<file path="src/rtl/hsm_uart_port.sv">
// hsm_uart_port: UART transceiver with RTS/CTS flow control and a show-ahead RX FIFO.
// The serial side is rx/cts in and tx/rts out. The firmware side uses valid/ready byte streams.
// Optional feature macro: HSM_UART_PARITY_EN adds an even-parity bit after the data bits.
// Without it, frames are start + DATA_BITS + stop.
module hsm_uart_port #(
    parameter int CLK_DIV    = 16,
    parameter int DATA_BITS  = 8,
    parameter int RX_DEPTH   = 16,
    parameter int RTS_MARGIN = 4
) (
    input  logic                 clk,
    input  logic                 resetn,
    input  logic                 rx,
    input  logic                 cts,
    output logic                 tx,
    output logic                 rts,
    input  logic [DATA_BITS-1:0] tx_data,
    input  logic                 tx_valid,
    output logic                 tx_ready,
    output logic [DATA_BITS-1:0] rx_data,
    output logic                 rx_valid,
    input  logic                 rx_ready,
    output logic                 rx_overrun,
    output logic                 rx_frame_err
);

    localparam int CW = $clog2(CLK_DIV);
    localparam int BW = $clog2(DATA_BITS);
    localparam int AW = $clog2(RX_DEPTH);

    localparam logic [CW-1:0] CNT_LAST  = CW'(CLK_DIV - 1);
    localparam logic [CW-1:0] CNT_HALF  = CW'(CLK_DIV / 2 - 1);
    localparam logic [BW-1:0] BIT_LAST  = BW'(DATA_BITS - 1);
    localparam logic [AW:0]   RTS_LEVEL = (AW + 1)'(RX_DEPTH - RTS_MARGIN);
    localparam logic [AW:0]   FIFO_FULL = (AW + 1)'(RX_DEPTH);

    typedef enum logic [2:0] {
        S_IDLE,
        S_START,
        S_DATA,
`ifdef HSM_UART_PARITY_EN
        S_PARITY,
`endif
        S_STOP
    } state_t;

    // ------------------------------------------------------------------
    // Input synchronisers: bit 1 = cts, bit 0 = rx. Both idle high.
    // ------------------------------------------------------------------
    logic [1:0] async_in;
    logic [1:0] sync_vec;
    logic       cts_sync;
    logic       rx_sync;

    assign async_in = {cts, rx};

    genvar gi;
    generate
        for (gi = 0; gi < 2; gi++) begin : g_sync
            logic stage1_reg;
            logic stage2_reg;
            // Two-flop synchroniser, resets to the idle (high) level
            always_ff @(posedge clk or negedge resetn) begin
                if (!resetn) begin
                    stage1_reg <= 1'b1;
                    stage2_reg <= 1'b1;
                end else begin
                    stage1_reg <= async_in[gi];
                    stage2_reg <= stage1_reg;
                end
            end
            assign sync_vec[gi] = stage2_reg;
        end
    endgenerate

    assign cts_sync = sync_vec[1];
    assign rx_sync  = sync_vec[0];

    // ------------------------------------------------------------------
    // Transmitter
    // ------------------------------------------------------------------
    state_t                 tx_state_reg, tx_state_next;
    logic [CW-1:0]          tx_cnt_reg, tx_cnt_next;
    logic [BW-1:0]          tx_bit_reg, tx_bit_next;
    logic [DATA_BITS-1:0]   tx_shift_reg, tx_shift_next;
    logic                   tx_reg, tx_next;
    logic                   tx_wrap;
`ifdef HSM_UART_PARITY_EN
    logic                   tx_par_reg, tx_par_next;
`endif

    assign tx_wrap  = (tx_cnt_reg == CNT_LAST);
    assign tx_ready = (tx_state_reg == S_IDLE) && !cts_sync;
    assign tx       = tx_reg;

    // TX state register and datapath registers; tx line is registered
    always_ff @(posedge clk or negedge resetn) begin
        if (!resetn) begin
            tx_state_reg <= S_IDLE;
            tx_cnt_reg   <= '0;
            tx_bit_reg   <= '0;
            tx_shift_reg <= '0;
            tx_reg       <= 1'b1;
`ifdef HSM_UART_PARITY_EN
            tx_par_reg   <= 1'b0;
`endif
        end else begin
            tx_state_reg <= tx_state_next;
            tx_cnt_reg   <= tx_cnt_next;
            tx_bit_reg   <= tx_bit_next;
            tx_shift_reg <= tx_shift_next;
            tx_reg       <= tx_next;
`ifdef HSM_UART_PARITY_EN
            tx_par_reg   <= tx_par_next;
`endif
        end
    end

    // TX next-state: each state lasts CLK_DIV cycles, data shifts out LSB first
    always_comb begin
        tx_state_next = tx_state_reg;
        tx_cnt_next   = tx_cnt_reg;
        tx_bit_next   = tx_bit_reg;
        tx_shift_next = tx_shift_reg;
`ifdef HSM_UART_PARITY_EN
        tx_par_next   = tx_par_reg;
`endif
        case (tx_state_reg)
            S_IDLE: begin
                tx_cnt_next = '0;
                if (tx_valid && tx_ready) begin
                    tx_state_next = S_START;
                    tx_shift_next = tx_data;
`ifdef HSM_UART_PARITY_EN
                    tx_par_next   = ^tx_data;
`endif
                end
            end
            S_START: begin
                tx_cnt_next = tx_wrap ? '0 : tx_cnt_reg + CW'(1);
                if (tx_wrap) begin
                    tx_state_next = S_DATA;
                    tx_bit_next   = '0;
                end
            end
            S_DATA: begin
                tx_cnt_next = tx_wrap ? '0 : tx_cnt_reg + CW'(1);
                if (tx_wrap) begin
                    tx_shift_next = tx_shift_reg >> 1;
                    if (tx_bit_reg == BIT_LAST) begin
`ifdef HSM_UART_PARITY_EN
                        tx_state_next = S_PARITY;
`else
                        tx_state_next = S_STOP;
`endif
                    end else begin
                        tx_bit_next = tx_bit_reg + BW'(1);
                    end
                end
            end
`ifdef HSM_UART_PARITY_EN
            S_PARITY: begin
                tx_cnt_next = tx_wrap ? '0 : tx_cnt_reg + CW'(1);
                if (tx_wrap) tx_state_next = S_STOP;
            end
`endif
            S_STOP: begin
                tx_cnt_next = tx_wrap ? '0 : tx_cnt_reg + CW'(1);
                if (tx_wrap) tx_state_next = S_IDLE;
            end
            default: begin
                tx_state_next = S_IDLE;
                tx_cnt_next   = '0;
            end
        endcase
    end

    // TX output: line level for the state being entered
    always_comb begin
        tx_next = 1'b1;
        case (tx_state_next)
            S_START:  tx_next = 1'b0;
            S_DATA:   tx_next = tx_shift_next[0];
`ifdef HSM_UART_PARITY_EN
            S_PARITY: tx_next = tx_par_next;
`endif
            default:  tx_next = 1'b1;
        endcase
    end

    // ------------------------------------------------------------------
    // Receiver
    // ------------------------------------------------------------------
    state_t                 rx_state_reg, rx_state_next;
    logic [CW-1:0]          rx_cnt_reg, rx_cnt_next;
    logic [BW-1:0]          rx_bit_reg, rx_bit_next;
    logic [DATA_BITS-1:0]   rx_shift_reg, rx_shift_next;
    logic                   rx_perr_reg, rx_perr_next;
    logic                   rx_prev_reg;
    logic                   rx_wrap;
    logic                   rx_fall;
    logic                   stop_sample;
    logic                   push_req;
    logic                   frame_err_next;
    logic                   overrun_next;
    logic                   frame_err_reg;
    logic                   overrun_reg;

    assign rx_wrap = (rx_cnt_reg == CNT_LAST);
    assign rx_fall = rx_prev_reg && !rx_sync;

    // RX state register, sample shift register and error pulse registers
    always_ff @(posedge clk or negedge resetn) begin
        if (!resetn) begin
            rx_state_reg  <= S_IDLE;
            rx_cnt_reg    <= '0;
            rx_bit_reg    <= '0;
            rx_shift_reg  <= '0;
            rx_perr_reg   <= 1'b0;
            rx_prev_reg   <= 1'b1;
            frame_err_reg <= 1'b0;
            overrun_reg   <= 1'b0;
        end else begin
            rx_state_reg  <= rx_state_next;
            rx_cnt_reg    <= rx_cnt_next;
            rx_bit_reg    <= rx_bit_next;
            rx_shift_reg  <= rx_shift_next;
            rx_perr_reg   <= rx_perr_next;
            rx_prev_reg   <= rx_sync;
            frame_err_reg <= frame_err_next;
            overrun_reg   <= overrun_next;
        end
    end

    // RX next-state: start validated at half a bit, then one sample per bit period
    always_comb begin
        rx_state_next = rx_state_reg;
        rx_cnt_next   = rx_cnt_reg;
        rx_bit_next   = rx_bit_reg;
        rx_shift_next = rx_shift_reg;
        rx_perr_next  = rx_perr_reg;
        case (rx_state_reg)
            S_IDLE: begin
                rx_cnt_next = '0;
                if (rx_fall) rx_state_next = S_START;
            end
            S_START: begin
                rx_perr_next = 1'b0;
                if (rx_cnt_reg == CNT_HALF) begin
                    rx_cnt_next   = '0;
                    rx_bit_next   = '0;
                    rx_state_next = rx_sync ? S_IDLE : S_DATA;
                end else begin
                    rx_cnt_next = rx_cnt_reg + CW'(1);
                end
            end
            S_DATA: begin
                rx_cnt_next = rx_wrap ? '0 : rx_cnt_reg + CW'(1);
                if (rx_wrap) begin
                    rx_shift_next = {rx_sync, rx_shift_reg[DATA_BITS-1:1]};
                    if (rx_bit_reg == BIT_LAST) begin
`ifdef HSM_UART_PARITY_EN
                        rx_state_next = S_PARITY;
`else
                        rx_state_next = S_STOP;
`endif
                    end else begin
                        rx_bit_next = rx_bit_reg + BW'(1);
                    end
                end
            end
`ifdef HSM_UART_PARITY_EN
            S_PARITY: begin
                rx_cnt_next = rx_wrap ? '0 : rx_cnt_reg + CW'(1);
                if (rx_wrap) begin
                    rx_perr_next  = (^rx_shift_reg) ^ rx_sync;
                    rx_state_next = S_STOP;
                end
            end
`endif
            S_STOP: begin
                rx_cnt_next = rx_wrap ? '0 : rx_cnt_reg + CW'(1);
                if (rx_wrap) rx_state_next = S_IDLE;
            end
            default: begin
                rx_state_next = S_IDLE;
                rx_cnt_next   = '0;
            end
        endcase
    end

    // ------------------------------------------------------------------
    // RX FIFO with registered show-ahead read
    // ------------------------------------------------------------------
    logic [DATA_BITS-1:0] mem [RX_DEPTH];
    logic [AW-1:0]        wptr_reg, rptr_reg;
    logic [AW:0]          count_reg;
    logic [DATA_BITS-1:0] rdata_reg;
    logic [AW-1:0]        rd_addr;
    logic                 rts_reg;
    logic                 fifo_full;
    logic                 pop;
    logic                 push_ok;

    assign fifo_full = (count_reg == FIFO_FULL);
    assign rx_valid  = (count_reg != '0);
    assign pop       = rx_valid && rx_ready;
    assign rd_addr   = pop ? rptr_reg + AW'(1) : rptr_reg;

    // RX output: stop-bit decision, push request and error pulses
    always_comb begin
        stop_sample    = (rx_state_reg == S_STOP) && rx_wrap;
        push_req       = stop_sample && rx_sync && !rx_perr_reg;
        frame_err_next = stop_sample && !push_req;
        push_ok        = push_req && (!fifo_full || pop);
        overrun_next   = push_req && fifo_full && !pop;
    end

    // FIFO storage write and head register; head bypasses a write to the slot being read
    always_ff @(posedge clk) begin
        if (push_ok) mem[wptr_reg] <= rx_shift_reg;
        rdata_reg <= (push_ok && (wptr_reg == rd_addr)) ? rx_shift_reg : mem[rd_addr];
    end

    // FIFO pointers, occupancy and registered rts watermark
    always_ff @(posedge clk or negedge resetn) begin
        if (!resetn) begin
            wptr_reg  <= '0;
            rptr_reg  <= '0;
            count_reg <= '0;
            rts_reg   <= 1'b1;
        end else begin
            if (push_ok) wptr_reg <= wptr_reg + AW'(1);
            if (pop)     rptr_reg <= rptr_reg + AW'(1);
            case ({push_ok, pop})
                2'b10:   count_reg <= count_reg + (AW + 1)'(1);
                2'b01:   count_reg <= count_reg - (AW + 1)'(1);
                default: count_reg <= count_reg;
            endcase
            rts_reg <= !(count_reg < RTS_LEVEL);
        end
    end

    assign rx_data      = rdata_reg;
    assign rts          = rts_reg;
    assign rx_overrun   = overrun_reg;
    assign rx_frame_err = frame_err_reg;

endmodule

</file>
<file path="config.mk">
export PLATFORM = sky130hd
export DESIGN_NAME = hsm_uart_port
export DESIGN_NICKNAME = d
export VERILOG_FILES = /design/src/rtl/hsm_uart_port.sv
export SDC_FILE = /design/constraint.sdc
export NUM_CORES = 1
export LEC_CHECK = 0
export BUFFER_PORTS_ARGS = -buffer_cell sky130_fd_sc_hd__buf_2
export CAP_MARGIN = 25
export CORE_MARGIN = 2
export CORE_UTILIZATION = 45
export DETAILED_ROUTE_END_ITERATION = 6
export PLACE_DENSITY = 0.66
export SKIP_LAST_GASP = 1
export SLEW_MARGIN = 10
export SYNTH_ARGS = -nofsm -noshare
export SYNTH_HDL_FRONTEND = slang
export SYNTH_SLANG_ARGS = --single-unit
</file>
<file path="constraint.sdc">
create_clock -name clk -period 3.25 [get_ports clk]
set_input_delay 0.65 -clock clk [delete_from_list [all_inputs] [get_ports clk]]
set_output_delay 0.65 -clock clk [all_outputs]
set_load 0.01 [all_outputs]
</file>
==> results.cfg, run 1 <==
[critical_path]
crit_path_max_fanout = 32
r2r_slack_ps = 300
cp.arrival_ps = 2330
cp_data_required_time_ps = 2600
r2r_cells = 9
startpoint_type = flop
critPathKind = flop to output port
end_kind = output port
r2r-start = rx_state_reg[1]
rr_endpoint = count_reg[4]

[global_route]
track_usage = 0.164
grt_pass1_wl_mm = 22.2
grt_antenna_before_repair = 0
grt_pass1_vias = 4054
gr-usage-met1 = 0.219
grt_max_degree = 33
grt-busiest-layer = met2
grt_overflow_total = 0
use_met3 = 0.0306
use_met2 = 0.270

[timing]
slew_viol_final = 0
finalSetupViolCount = 0
hold_viol = 0
max_freq_ghz = 0.336
rsz0062_at_grt = no
setup-tns-final_ps = 0
max_slew_margin = 0.509
worst_pin_slew_ps = 735
fin_crit_ps = 2980
min_period_over_period = 0.917
finClkSkew_ps = 9.14

[pwr]
p_total_uw = 6130
p_int_uw = 4430
seqPwrFrac = 0.485
p_switching_uw = 1700
combPwrFrac = 0.195
power_frac_clock = 0.320
swShare = 0.278
p_leak_uw = 0.00330
p_per_area_nw_per_um2 = 696
vdd_ir_drop_max_v = 0.000388

[layout]
drive_gt1_frac = 0.242
antennaDiodeCount = 0
finalNetCount = 517
most-common-layout-cells = edfxtp_1 (128), dfrtp_1 (50), buf_2 (27)
final_common_cell = edfxtp_1
syn2layout_area_growth_pct = 11.6
final_area_um2 = 8810
largest_reg_flops = 128
utilization = 0.511

[detailed_routing]
drtIter0Drc = 224
ant_nets = 0
via_per_inst = 5.51
wire_per_inst_um = 19.5
drtPass1Iterations = 4
wl_mm = 14.1
drc = 0
vias = 4003

[placement]
gp_congestion = 0.777
hpwl_mm = 9.10
place_area_um2 = 8250
io_buffers = 27

[synth]
synth_compound_area_frac = 0.0403
ys.warnings.count = 0
synth_flop_cell = edfxtp_1
avgSynthCellArea_um2 = 17.4
synth_seq_cells = 189
netlist-cell-type-count = 56
synthAdderAreaFrac = 0.0238
yosysSeqAreaShare = 0.679
synth_top_family_by_area = multiplexers
synth_edf_count = 128
synth_xor_area_frac = 0.0166
syn_nets = 483
synthSimpleGateAreaFrac = 0.0731
syn_area_um2 = 7900
netlist_instances = 454
synth.mux.area_fraction = 0.141
async_reset_ff_frac = 0.302

[clock_tree]
ctsResizeCount = 0
h-tree-depth = 4
cts_buffer_depth = 2
cts_tree = built
clock_latency_ps = 430
post_cts_buffers = 0
clock_sinks = 189
root_buffer = clkbuf_16
postCtsHoldBufs = 0
clk_pin_slew_ps = 70
cts_buffers = 17

[die]
fp.dieW_um = 136
std_cell_rows = 48
io_pins = 28
start_util = 0.458
core_area_um2 = 17200
die_h_um = 136
die_area_um2 = 18600

[run_status]
status = finished clean

[run]
maxCapViolations = 0

[worst_hold_path]
hold_path_class = input port to asynchronous set/reset pin
## power by group through the flow
stage / clock (µW) / combinational (µW) / sequential, µW
2_1_floorplan: 0 / 1100 / 2860
3_3_place_gp: 0 / 1190 / 3010
3_5_place_dp: 0 / 1210 / 3020
4_1_cts: 2010 / 1220 / 2970
5_1_grt: 2100 / 1310 / 3000
6_report: 1960 / 1190 / 2970
## logic make-up (layout without fill, tap and decap cells)
group	count (synthesis)	after routing
compound gates	43	43
xor+xnor	15	15
fa+ha+maj	15	15
buf+inv	37	84
flops	189	189
mux	54	54
other cells	1	1
simple gates	100	100
## critical path: stages (launching register included)
cell     delay [ps]
dfxtp_2         350
buf_12          250
mux4_1          650
mux4_2          490
buf_2           160
## cells in the mapped netlist (2+ instances only)
library cell | number | area, µm²
buf_2 | 7 | 35.0
xor2_1 | 6 | 52.6
nor4b_1 | 2 | 17.5
a21oi_1 | 8 | 40.0
nor4_1 | 3 | 18.8
dfstp_2 | 7 | 184
mux4_2 | 26 | 586
nand4_1 | 3 | 18.8
a21boi_0 | 2 | 15.0
and3_1 | 4 | 25.0
a22oi_1 | 7 | 52.6
and2_1 | 14 | 87.6
nand3_1 | 5 | 25.0
buf_6 | 3 | 33.8
dfxtp_1 | 4 | 80.1
nor3b_1 | 6 | 45.0
clkbuf_1 | 7 | 26.3
a22o_1 | 7 | 61.3
nor2b_1 | 5 | 31.3
edfxtp_1 | 128 | 3840
xnor2_1 | 9 | 78.8
nand2_1 | 24 | 90.1
nor2_1 | 13 | 48.8
nor3_1 | 6 | 30.0
buf_4 | 3 | 22.5
and3b_1 | 2 | 17.5
mux2_2 | 13 | 146
ha_1 | 15 | 188
inv_1 | 15 | 56.3
dfrtp_1 | 50 | 1250
mux4_1 | 14 | 368
nand3b_1 | 2 | 15.0
nand2b_1 | 3 | 18.8
o21ai_0 | 9 | 45.0
## how the worst max path moves through the flow
stage / startpoint / end / slack [ps] / cells past startpoint
finish: flop / rx_data[3] / 270 / 4
floorplan: rx_cnt_reg[0] / count_reg[4] / 370 / 12
global route: rx_cnt_reg[0] / count_reg[4] / 110 / 10
detailed placement: rx_cnt_reg[0] / count_reg[4] / 220 / 10
CTS: rx_cnt_reg[0] / count_reg[4] / 220 / 10
global placement: rx_cnt_reg[0] / count_reg[4] / 370 / 10
## area by class of cell
cell class	instances	area [µm²]
Clock buffer	18	429
Clock inverter	14	130
Fill cell	1404	8430
Inverter	15	56.3
Multi-Input combinational cell	228	2330
Sequential cell	189	5360
Tap cell	225	282
Timing Repair Buffer	37	223
## stage by stage
stage / setup slack [ps] / hold WS [ps] / cells
after floorplan: 370 / 345 / 454
after global placement: 374 / 345 / 694
after detailed placement: 221 / 353 / 694
after CTS: 221 / 251 / 726
after global routing: 112 / 285 / 726
final: 271 / 246 / 726
## layer usage
layer  up-vias  wire [µm]
li1       1833          -
met1      2060       6370
met2        88       6970
met3        22        516
met4         0        293
met5         -          0
Power figures use the tool's default switching activity.
==> run 2, diff against run 1 <==
Settings changed: REMOVE_ABC_BUFFERS set to 1.
==> results.cfg, run 2 (same netlist as run 1, synthesis figures left out) <==
[worst_hold_path]
hold_end = g_sync[0].stage1_reg
whs_path_depth = 1
hold_path_class = input port to flop
holdCritStartpoint = rx

[timing]
finalSetupViolCount = 0
fin_crit_ps = 3050
hold_viol = 0
rsz0062_at_grt = no
max_slew_margin = 0.399
slew_viol_final = 0
finClkSkew_ps = 13.6
setup-tns-final_ps = 0
max_freq_ghz = 0.328
holdWs_ps = 316
min_period_over_period = 0.937
worst_pin_slew_ps = 901

[detailed_routing]
ant_nets = 0
via_per_inst = 5.50
wire_per_inst_um = 19.8
met1_length_mm = 6.40
top_layer = met4
route.met3.wl_um = 651
dr_wl_met2_mm = 7.18
drtIter0Drc = 394
vias = 3998
wl_mm = 14.4
drtPass1Iterations = 4
drc = 0

[clock_tree]
clock_latency_ps = 430
cts_buffer_depth = 2
h-tree-depth = 4
postCtsHoldBufs = 0
post_cts_buffers = 0
cts_tree = built
clock_sinks = 189
cts_buffers = 17
root_buffer = clkbuf_16
ctsResizeCount = 0
clk_pin_slew_ps = 70

[die]
fp.dieW_um = 136
start_util = 0.458
die_area_um2 = 18600
std_cell_rows = 48
core_area_um2 = 17200
io_pins = 28
die_h_um = 136

[critical_path]
r2r_slack_ps = 240
r2r-start = rx_cnt_reg[0]
path_depth = 4
path_buf_inv = 2
crit_path_max_fanout = 19
max_stage_delay_ps = 590
critPathKind = flop to output port
path_cells = buf_12, mux4_1, mux4_2, buf_2
end_kind = output port
r2r_cells = 10
startpoint_type = flop
slowest_stage = mux4_1
cp.arrival_ps = 2400
cp_data_required_time_ps = 2600
critical_path.top_delay_family = multiplexers
rr_endpoint = count_reg[4]

[global_route]
grt_pass1_vias = 4186
grt_overflow_total = 0
grt_pass1_wl_mm = 22.9
grt_max_degree = 44
track_usage = 0.169
grt_antenna_before_repair = 0

[pwr]
p_per_area_nw_per_um2 = 708
p_leak_uw = 0.00335
power_frac_clock = 0.335
seqPwrFrac = 0.476
p_int_uw = 4590
p_switching_uw = 1690
combPwrFrac = 0.189
vdd_ir_drop_max_v = 0.000469
swShare = 0.269

[run_status]
status = finished clean

[placement]
dp_cells = 695
io_buffers = 27
gp_congestion = 0.733
hpwl_mm = 9.30

[layout]
syn2layout_area_growth_pct = 12.4
final_common_cell = edfxtp_1
antennaDiodeCount = 0
drive_gt1_frac = 0.245
most-common-layout-cells = edfxtp_1 (128), dfrtp_1 (50), buf_2 (27)
largest_reg_flops = 128
finalNetCount = 518
instances_no_fill = 727

[run]
maxCapViolations = 0
[run 2: cell count changes in the layout (fill, tap and decap cells not counted), sizes merged]
cell      change
clkbuf        +7
clkinv        -2
clkinvlp      -2
inv           -2
buf           +1
bufinv        -1
[run 2: worst register-to-register path: cells and delay by family, from the launching register on]
kind                       cells  cell delay (ps)
AOI/OAI and AO/OA              2              460
xor gates and xnor gates       1              130
adders and majority gates      3              850
buffers and inverters          1               90
DFF                            1              380
and+or+nand+nor                3              970
[run 2: through the flow]
step / instance area (µm²) / util / setup WS [ps] / power [µW]
final: 8880 / 0.515 / 203 / 6280
after floorplan: 7740 / - / 135 / 3830
after global routing: 8880 / 0.515 / 41.1 / 6580
after detailed placement: 8260 / 0.479 / 264 / 4260
after CTS: 8880 / 0.515 / 148 / 6350
after global placement: 8260 / 0.479 / 388 / 4200
[run 2: cell type report]
type,count,area (µm²)
Multi-Input combinational cell,228,2330
Fill cell,1386,8360
Clock buffer,25,562
Tap cell,225,282
Sequential cell,189,5360
Inverter,15,56.3
Timing Repair Buffer,38,230
Clock inverter,7,58.8
[run 2: power by group through the flow]
stage                     Sequential (µW)  Combinational, µW  Clock (µW)
after floorplan                      3070                764           0
after detailed placement             3040               1210           0
after CTS                            3000               1220        2140
final                                2990               1190        2100
after global placement               3030               1170           0
after global routing                 3030               1310        2240
[run 2: worst max path at each step]
stage,start,end,slack (ps)
detailed placement,rx_cnt_reg[0],count_reg[4],260
finish,flop,rx_data[4],200
CTS,flop,rx_data[4],150
global placement,rx_cnt_reg[0],count_reg[4],390
global route,rx_cnt_reg[0],count_reg[4],40
floorplan,flop,rx_data[3],130
[run 2: per-layer routing]
layer | vias to the layer above | global-route usage
met5 | - | 0
met4 | 0 | 0.0515
met3 | 13 | 0.0440
met2 | 100 | 0.277
met1 | 2047 | 0.223
li1 | 1838 | -
